<file path="src/rtl/tsu_pkg.sv">
// Shared types and widths for the timestamp queue reader.
package tsu_pkg;

    localparam int TS_W    = 48;
    localparam int TAG_LSB = 32;
    localparam int STAT_W  = 8;
    localparam int CNT_W   = 16;

    typedef enum logic [1:0] {
        ST_IDLE = 2'd0,
        ST_POP  = 2'd1,
        ST_WAIT = 2'd2,
        ST_HOLD = 2'd3
    } tsu_state_e;

endpackage

</file>
<file path="src/rtl/tsu_sat_cnt.sv">
// Generic saturating up-counter; holds at all-ones instead of wrapping.
module tsu_sat_cnt #(
    parameter int W = 16
) (
    input  logic         clk,
    input  logic         rst_n,
    input  logic         inc,
    output logic [W-1:0] cnt
);

    logic [W-1:0] cnt_q;
    logic [W-1:0] cnt_d;

    always_comb begin
        cnt_d = cnt_q;
        if (inc && (cnt_q != {W{1'b1}})) begin
            cnt_d = cnt_q + 1'b1;
        end
    end

    always_ff @(posedge clk) begin
        if (!rst_n) begin
            cnt_q <= '0;
        end else begin
            cnt_q <= cnt_d;
        end
    end

    assign cnt = cnt_q;

endmodule

</file>
<file path="src/rtl/tsu_queue_reader.sv">
// Pops tsu_queue entries one at a time into a valid/ready holding register.
// Define TSU_RD_CNT_EN to build the saturating delivered-entry counter on ts_cnt.
module tsu_queue_reader
    import tsu_pkg::*;
#(
    parameter int RD_LATENCY = 1
) (
    input  logic              q_rd_clk,
    input  logic              q_rst_n,
    input  logic [STAT_W-1:0] q_rd_stat,
    input  logic [TS_W-1:0]   q_rd_data,
    output logic              q_rd_en,
    output logic              ts_valid,
    input  logic              ts_ready,
    output logic [TS_W-1:0]   ts_data,
    output logic [STAT_W-1:0] ts_pending,
    output logic [CNT_W-1:0]  ts_cnt,
    output tsu_state_e        dbg_state
);

    // Handshake: an entry moves on a cycle where ts_valid & ts_ready are both
    // high at the clock edge; ts_data is stable while ts_valid waits for ready.

    localparam logic [1:0] LAT_INIT = 2'(RD_LATENCY - 1);

    tsu_state_e        state_q, state_d;
    logic              rd_en_q, rd_en_d;
    logic              valid_q, valid_d;
    logic [TS_W-1:0]   data_q, data_d;
    logic [STAT_W-1:0] pend_q, pend_d;
    logic [1:0]        lat_q, lat_d;

    always_comb begin
        state_d = state_q;
        rd_en_d = 1'b0;
        valid_d = valid_q;
        data_d  = data_q;
        pend_d  = q_rd_stat;
        lat_d   = lat_q;
        case (state_q)
            ST_IDLE: begin
                if (q_rd_stat != '0) begin
                    state_d = ST_POP;
                    rd_en_d = 1'b1;
                end
            end
            ST_POP: begin
                lat_d   = LAT_INIT;
                state_d = ST_WAIT;
            end
            ST_WAIT: begin
                if (lat_q == 2'd0) begin
                    data_d  = q_rd_data;
                    valid_d = 1'b1;
                    state_d = ST_HOLD;
                end else begin
                    lat_d = lat_q - 2'd1;
                end
            end
            ST_HOLD: begin
                // Occupancy is only trusted here, long after the previous pop.
                if (valid_q && ts_ready) begin
                    valid_d = 1'b0;
                    if (q_rd_stat != '0) begin
                        state_d = ST_POP;
                        rd_en_d = 1'b1;
                    end else begin
                        state_d = ST_IDLE;
                    end
                end
            end
            default: state_d = ST_IDLE;
        endcase
    end

    always_ff @(posedge q_rd_clk) begin
        if (!q_rst_n) begin
            state_q <= ST_IDLE;
            rd_en_q <= 1'b0;
            valid_q <= 1'b0;
            data_q  <= '0;
            pend_q  <= '0;
            lat_q   <= '0;
        end else begin
            state_q <= state_d;
            rd_en_q <= rd_en_d;
            valid_q <= valid_d;
            data_q  <= data_d;
            pend_q  <= pend_d;
            lat_q   <= lat_d;
        end
    end

    assign q_rd_en    = rd_en_q;
    assign ts_valid   = valid_q;
    assign ts_data    = data_q;
    assign ts_pending = pend_q;
    assign dbg_state  = state_q;

`ifdef TSU_RD_CNT_EN
    logic accept;
    assign accept = (state_q == ST_HOLD) && valid_q && ts_ready;

    tsu_sat_cnt #(
        .W(CNT_W)
    ) u_sat_cnt (
        .clk  (q_rd_clk),
        .rst_n(q_rst_n),
        .inc  (accept),
        .cnt  (ts_cnt)
    );
`else
    assign ts_cnt = '0;
`endif

endmodule

</file>
<file path="config.mk">
export PLATFORM = sky130hd
export DESIGN_NAME = tsu_queue_reader
export DESIGN_NICKNAME = d
export VERILOG_FILES = /design/src/rtl/tsu_pkg.sv /design/src/rtl/tsu_sat_cnt.sv /design/src/rtl/tsu_queue_reader.sv
export SDC_FILE = /design/constraint.sdc
export NUM_CORES = 1
export LEC_CHECK = 0
export BUFFER_PORTS_ARGS = -buffer_cell sky130_fd_sc_hd__clkbuf_2
export CORE_ASPECT_RATIO = 1.25
export CORE_MARGIN = 3
export CORE_UTILIZATION = 48
export DETAILED_ROUTE_END_ITERATION = 7
export GPL_TIMING_DRIVEN = 1
export PLACE_DENSITY = 0.95
export SLEW_MARGIN = 10
export SYNTH_ARGS = -nofsm -noshare
export SYNTH_HDL_FRONTEND = slang
export SYNTH_SLANG_ARGS = --single-unit
</file>
<file path="constraint.sdc">
create_clock -name q_rd_clk -period 4.1 [get_ports q_rd_clk]
set_input_delay 0.82 -clock q_rd_clk [delete_from_list [all_inputs] [get_ports q_rd_clk]]
set_output_delay 0.82 -clock q_rd_clk [all_outputs]
set_load 0.02 [all_outputs]
</file>
==> impl_results.rst <==
.. list-table::
   :header-rows: 1

   * - Metric
     - Value
   * - Buffers inserted during post-CTS setup optimization
     - 0
   * - Count of maximum capacitance violations
     - 0
   * - Worst relative slew slack
     - 35.9%
   * - RR Startpoint
     - dbg_state[0]
   * - Starting density of the core
     - around half
   * - Drt wl/cell
     - about 12 um
   * - Number of enable-type register cells in the synthesized netlist
     - 0
   * - Die footprint
     - 6330 um2
   * - Synth top cells by count
     - sky130_fd_sc_hd__nand2_1, sky130_fd_sc_hd__dfxtp_1, sky130_fd_sc_hd__a21boi_1
   * - Total via count in the routed design
     - 2222
   * - YS warnings
     - 0
   * - Beginning of the critical path
     - dbg_state[0]
   * - Detail Route Antenna Nets
     - 0
   * - Synth Area in Compound Gates
     - 18.4%
   * - CP most frequent cell
     - sky130_fd_sc_hd__nand2_1
   * - Maximum number of pins on one net before global-route repair
     - 50
   * - Cell type with the largest total area after synthesis
     - sky130_fd_sc_hd__dfxtp_1
   * - Min cycle time layout
     - ~2.1 ns
   * - Sequential-to-total area share from yosys stat
     - 47.8%
   * - I/O pin total
     - 135
   * - Setup-failing EPs final
     - 0
   * - Minimum setup slack after placement
     - 2.02 ns
   * - Number of nets at the end of the flow
     - 467
   * - Total clock buffers created by CTS
     - 9
   * - Synth Area in Adders
     - 2.89%
   * - Slowest cell on the critical path
     - sky130_fd_sc_hd__nand2_1
   * - Total core area
     - 5150 um2
   * - Worst supply voltage drop on vdd
     - 0.558 mV
   * - Number of storage elements in the synthesis netlist
     - 62
   * - Sinks on the clock net
     - 62
   * - Xor/xnor cell area share of the yosys netlist
     - 0%
   * - Top flip-flop cell by instance count after synthesis
     - sky130_fd_sc_hd__dfxtp_1
   * - Initial antenna violation count
     - 0
   * - Mean cell area of the mapped netlist
     - between 8 and 9 um2
   * - Hold_sp
     - ts_data[2]
   * - Unrepaired setup endpoints after global routing
     - false
   * - Clock-pin slew on the worst setup and hold paths
     - 0.06 ns
   * - Pwr/cell area
     - 599 nW/um2
   * - Multiplexer share of the synthesized area
     - 0%
   * - Setup TNS
     - 0 ns
   * - Portion of synthesized cell area occupied by the leading cell type
     - between 40% and 50%
   * - Leakage power
     - about 1.5 nW
   * - Share of the clock period used by the worst path
     - 50.1%
   * - Clock insertion delay at the later pin of the skew report
     - around 0.32 ns
   * - Total detailed-routing wirelength
     - 5650 um
   * - Diode count
     - 0
   * - Total global routing overflow
     - 0
   * - Overall die width
     - between 70 and 80 um
   * - Crit. End Element
     - register
   * - Worst Skew
     - 0.00642 ns
   * - Half-perimeter wire length after placement
     - 4270 um
   * - Endpoint arrival time on the critical path
     - roughly 2.3 ns
   * - Clock tree from TritonCTS
     - yes
   * - Total number of placement rows
     - 29
   * - Post-Synthesis Cells
     - 290
   * - Area of the mapped netlist
     - 2590 um2
   * - Cells along the critical path
     - inv_1 -> ha_1 -> nand2_1 -> buf_4 -> nand2_1 -> a21boi_1
   * - CP Max Fanout
     - 25
   * - Fraction of final layout cells sized beyond drive strength 1
     - 39.6%
   * - Die H
     - 88.2 um
   * - Detailed-route DRC error count
     - 0
   * - Final hold viol count
     - 0
   * - Share of synthesized registers carrying an async set or reset
     - 0%
   * - Overall global routing resource usage
     - 17.9%
   * - Area delta synth->final
     - 28.8%
   * - Mean number of vias per cell
     - about 4.7
   * - Status
     - complete, no violations
   * - Post-Route Utilization
     - between 60% and 70%
   * - Slew Limit Fails
     - 0
   * - Critical Path Max Stage Delay
     - between 0.5 and 0.6 ns
   * - Type of the worst setup path
     - register to register
   * - Library cell with the highest instance count after synthesis
     - sky130_fd_sc_hd__nand2_1
   * - Class of the most critical hold timing path
     - register to register
   * - Number of optimization iterations in the first detailed-route pass
     - 4
   * - Count of input and output buffers
     - ~120
   * - Gates resized, CTS repair
     - 0
   * - Clock Tree Buf Depth
     - 2
   * - Area fraction in and, or, nand and nor cells after synthesis
     - 21.4%
   * - Hold-fix buffers, CTS
     - 0
   * - Max Clock Freq
     - between 400 and 500 MHz
   * - Distinct cell type count after synthesis
     - 30
   * - Gpl congestion
     - 0.764
   * - Via count of the first global-routing pass
     - 2173
   * - Wire length of the first global-routing pass
     - between 9000 and 10000 um
   * - Nature of the critical path startpoint
     - register
   * - Main combinational cell family by area after synthesis
     - simple AND/OR/NAND/NOR gates
   * - Data required, critical path
     - 4.35 ns
   * - Slew at the pin closest to its max-slew limit
     - approximately 0.96 ns
   * - Cell at the root of the clock tree
     - sky130_fd_sc_hd__clkbuf_8
   * - Number of levels in the clock H-tree
     - 3
   * - Worst-case setup margin in the final layout
     - 2.04 ns
   * - Initial DRC Count
     - 42
   * - Top cells by area, synth
     - sky130_fd_sc_hd__dfxtp_1, sky130_fd_sc_hd__nand2_1, sky130_fd_sc_hd__a21boi_1, sky130_fd_sc_hd__buf_4, sky130_fd_sc_hd__a21boi_0
==> critical path, delay by kind of cell, from the launching register on <==
family / cells / cell delay [ns]
adder cells (fa/ha/maj): 1 / 0.25
buffers and inverters: 2 / 0.51
AO/OA/AOI/OAI: 1 / 0.15
flip-flops: 1 / 0.40
AND/OR/NAND/NOR: 2 / 0.65
==> final cells by class <==
class                   count  area (um2)
well taps                  62        77.6
clock inverters             3        65.1
fillers                   436        1810
flip-flops and latches     62        1240
multi-input cells         205        1170
inverters                   4        15.0
clock buffers              13         169
repair buffers            120         606
==> state kept, by name (all words and copies together), names as in the netlist <==
| register | cells |
|---|---|
| ts_pending | 8 |
| dbg_state | 2 |
| ts_data | 48 |
| lat_q | 2 |
| ts_valid | 1 |
| q_rd_en | 1 |
==> metal layers <==
metal | GRT usage [%] | vias to the layer above | wire, um
met5 | 0 | - | 0
met4 | 8.89 | 0 | 71
met3 | 5.05 | 8 | 373
met2 | 34.0 | 78 | 3120
met1 | 17.5 | 1015 | 2080
li1 | - | 1121 | -
==> cells in the final DEF, fill, tap and decap left out <==
cell type / instances
sky130_fd_sc_hd__a21boi_0: 19
sky130_fd_sc_hd__a21boi_1: 21
sky130_fd_sc_hd__a21boi_2: 10
sky130_fd_sc_hd__a21o_1: 1
sky130_fd_sc_hd__a21oi_1: 3
sky130_fd_sc_hd__a31oi_1: 1
sky130_fd_sc_hd__a41o_1: 1
sky130_fd_sc_hd__and2_1: 9
sky130_fd_sc_hd__and2_2: 1
sky130_fd_sc_hd__buf_4: 2
sky130_fd_sc_hd__bufinv_16: 2
sky130_fd_sc_hd__clkbuf_1: 1
sky130_fd_sc_hd__clkbuf_2: 118
sky130_fd_sc_hd__clkbuf_8: 12
sky130_fd_sc_hd__clkinv_2: 1
sky130_fd_sc_hd__conb_1: 16
sky130_fd_sc_hd__dfxtp_1: 62
sky130_fd_sc_hd__ha_1: 6
sky130_fd_sc_hd__inv_1: 4
sky130_fd_sc_hd__nand2_1: 92
sky130_fd_sc_hd__nand2_2: 10
sky130_fd_sc_hd__nand2b_2: 1
sky130_fd_sc_hd__nand3_1: 1
sky130_fd_sc_hd__nand4_1: 1
sky130_fd_sc_hd__nor2_1: 3
sky130_fd_sc_hd__nor2b_1: 2
sky130_fd_sc_hd__nor4_2: 2
sky130_fd_sc_hd__nor4bb_1: 1
sky130_fd_sc_hd__o211ai_2: 1
sky130_fd_sc_hd__o21ai_0: 1
sky130_fd_sc_hd__o2bb2ai_1: 1
sky130_fd_sc_hd__or2_2: 1
==> stage by stage <==
stage               instance area, um2  hold WS, ns  power [W]  cells
finish                            3340        0.453    0.00200    469
global route                      3340        0.479    0.00212    469
floorplan                         2650        0.476    0.00124    305
global placement                  3110        0.440    0.00138    453
detailed placement                3110        0.448    0.00141    453
CTS                               3340        0.456    0.00202    469
==> path summary, 6_finish.rpt <==
check / endpoint / cells after the start / slack, ns
setup / recovery: ts_data[20] / 6 / 2.04
hold / removal: ts_data[2] / 2 / 0.45
setup reg to reg: ts_data[20] / 6 / 2.04
hold reg to reg: ts_data[2] / 2 / 0.45
==> logic make-up after synthesis <==
kind of cell,Yosys count
AOI/OAI and AO/OA,59
adders and majority gates,6
buffers and inverters,38
DFF,62
other,1
and+or+nand+nor,124
==> power breakdown <==
| part | switching [W] | total, W | internal, W | leakage, nW |
|---|---|---|---|---|
| clock | 0.000220 | 0.000612 | 0.000392 | 0.120 |
| combinational | 0.000402 | 0.000606 | 0.000204 | 0.914 |
| sequential | 0.0000668 | 0.000783 | 0.000716 | 0.506 |
No activity file was read; power rests on OpenSTA's default activity.
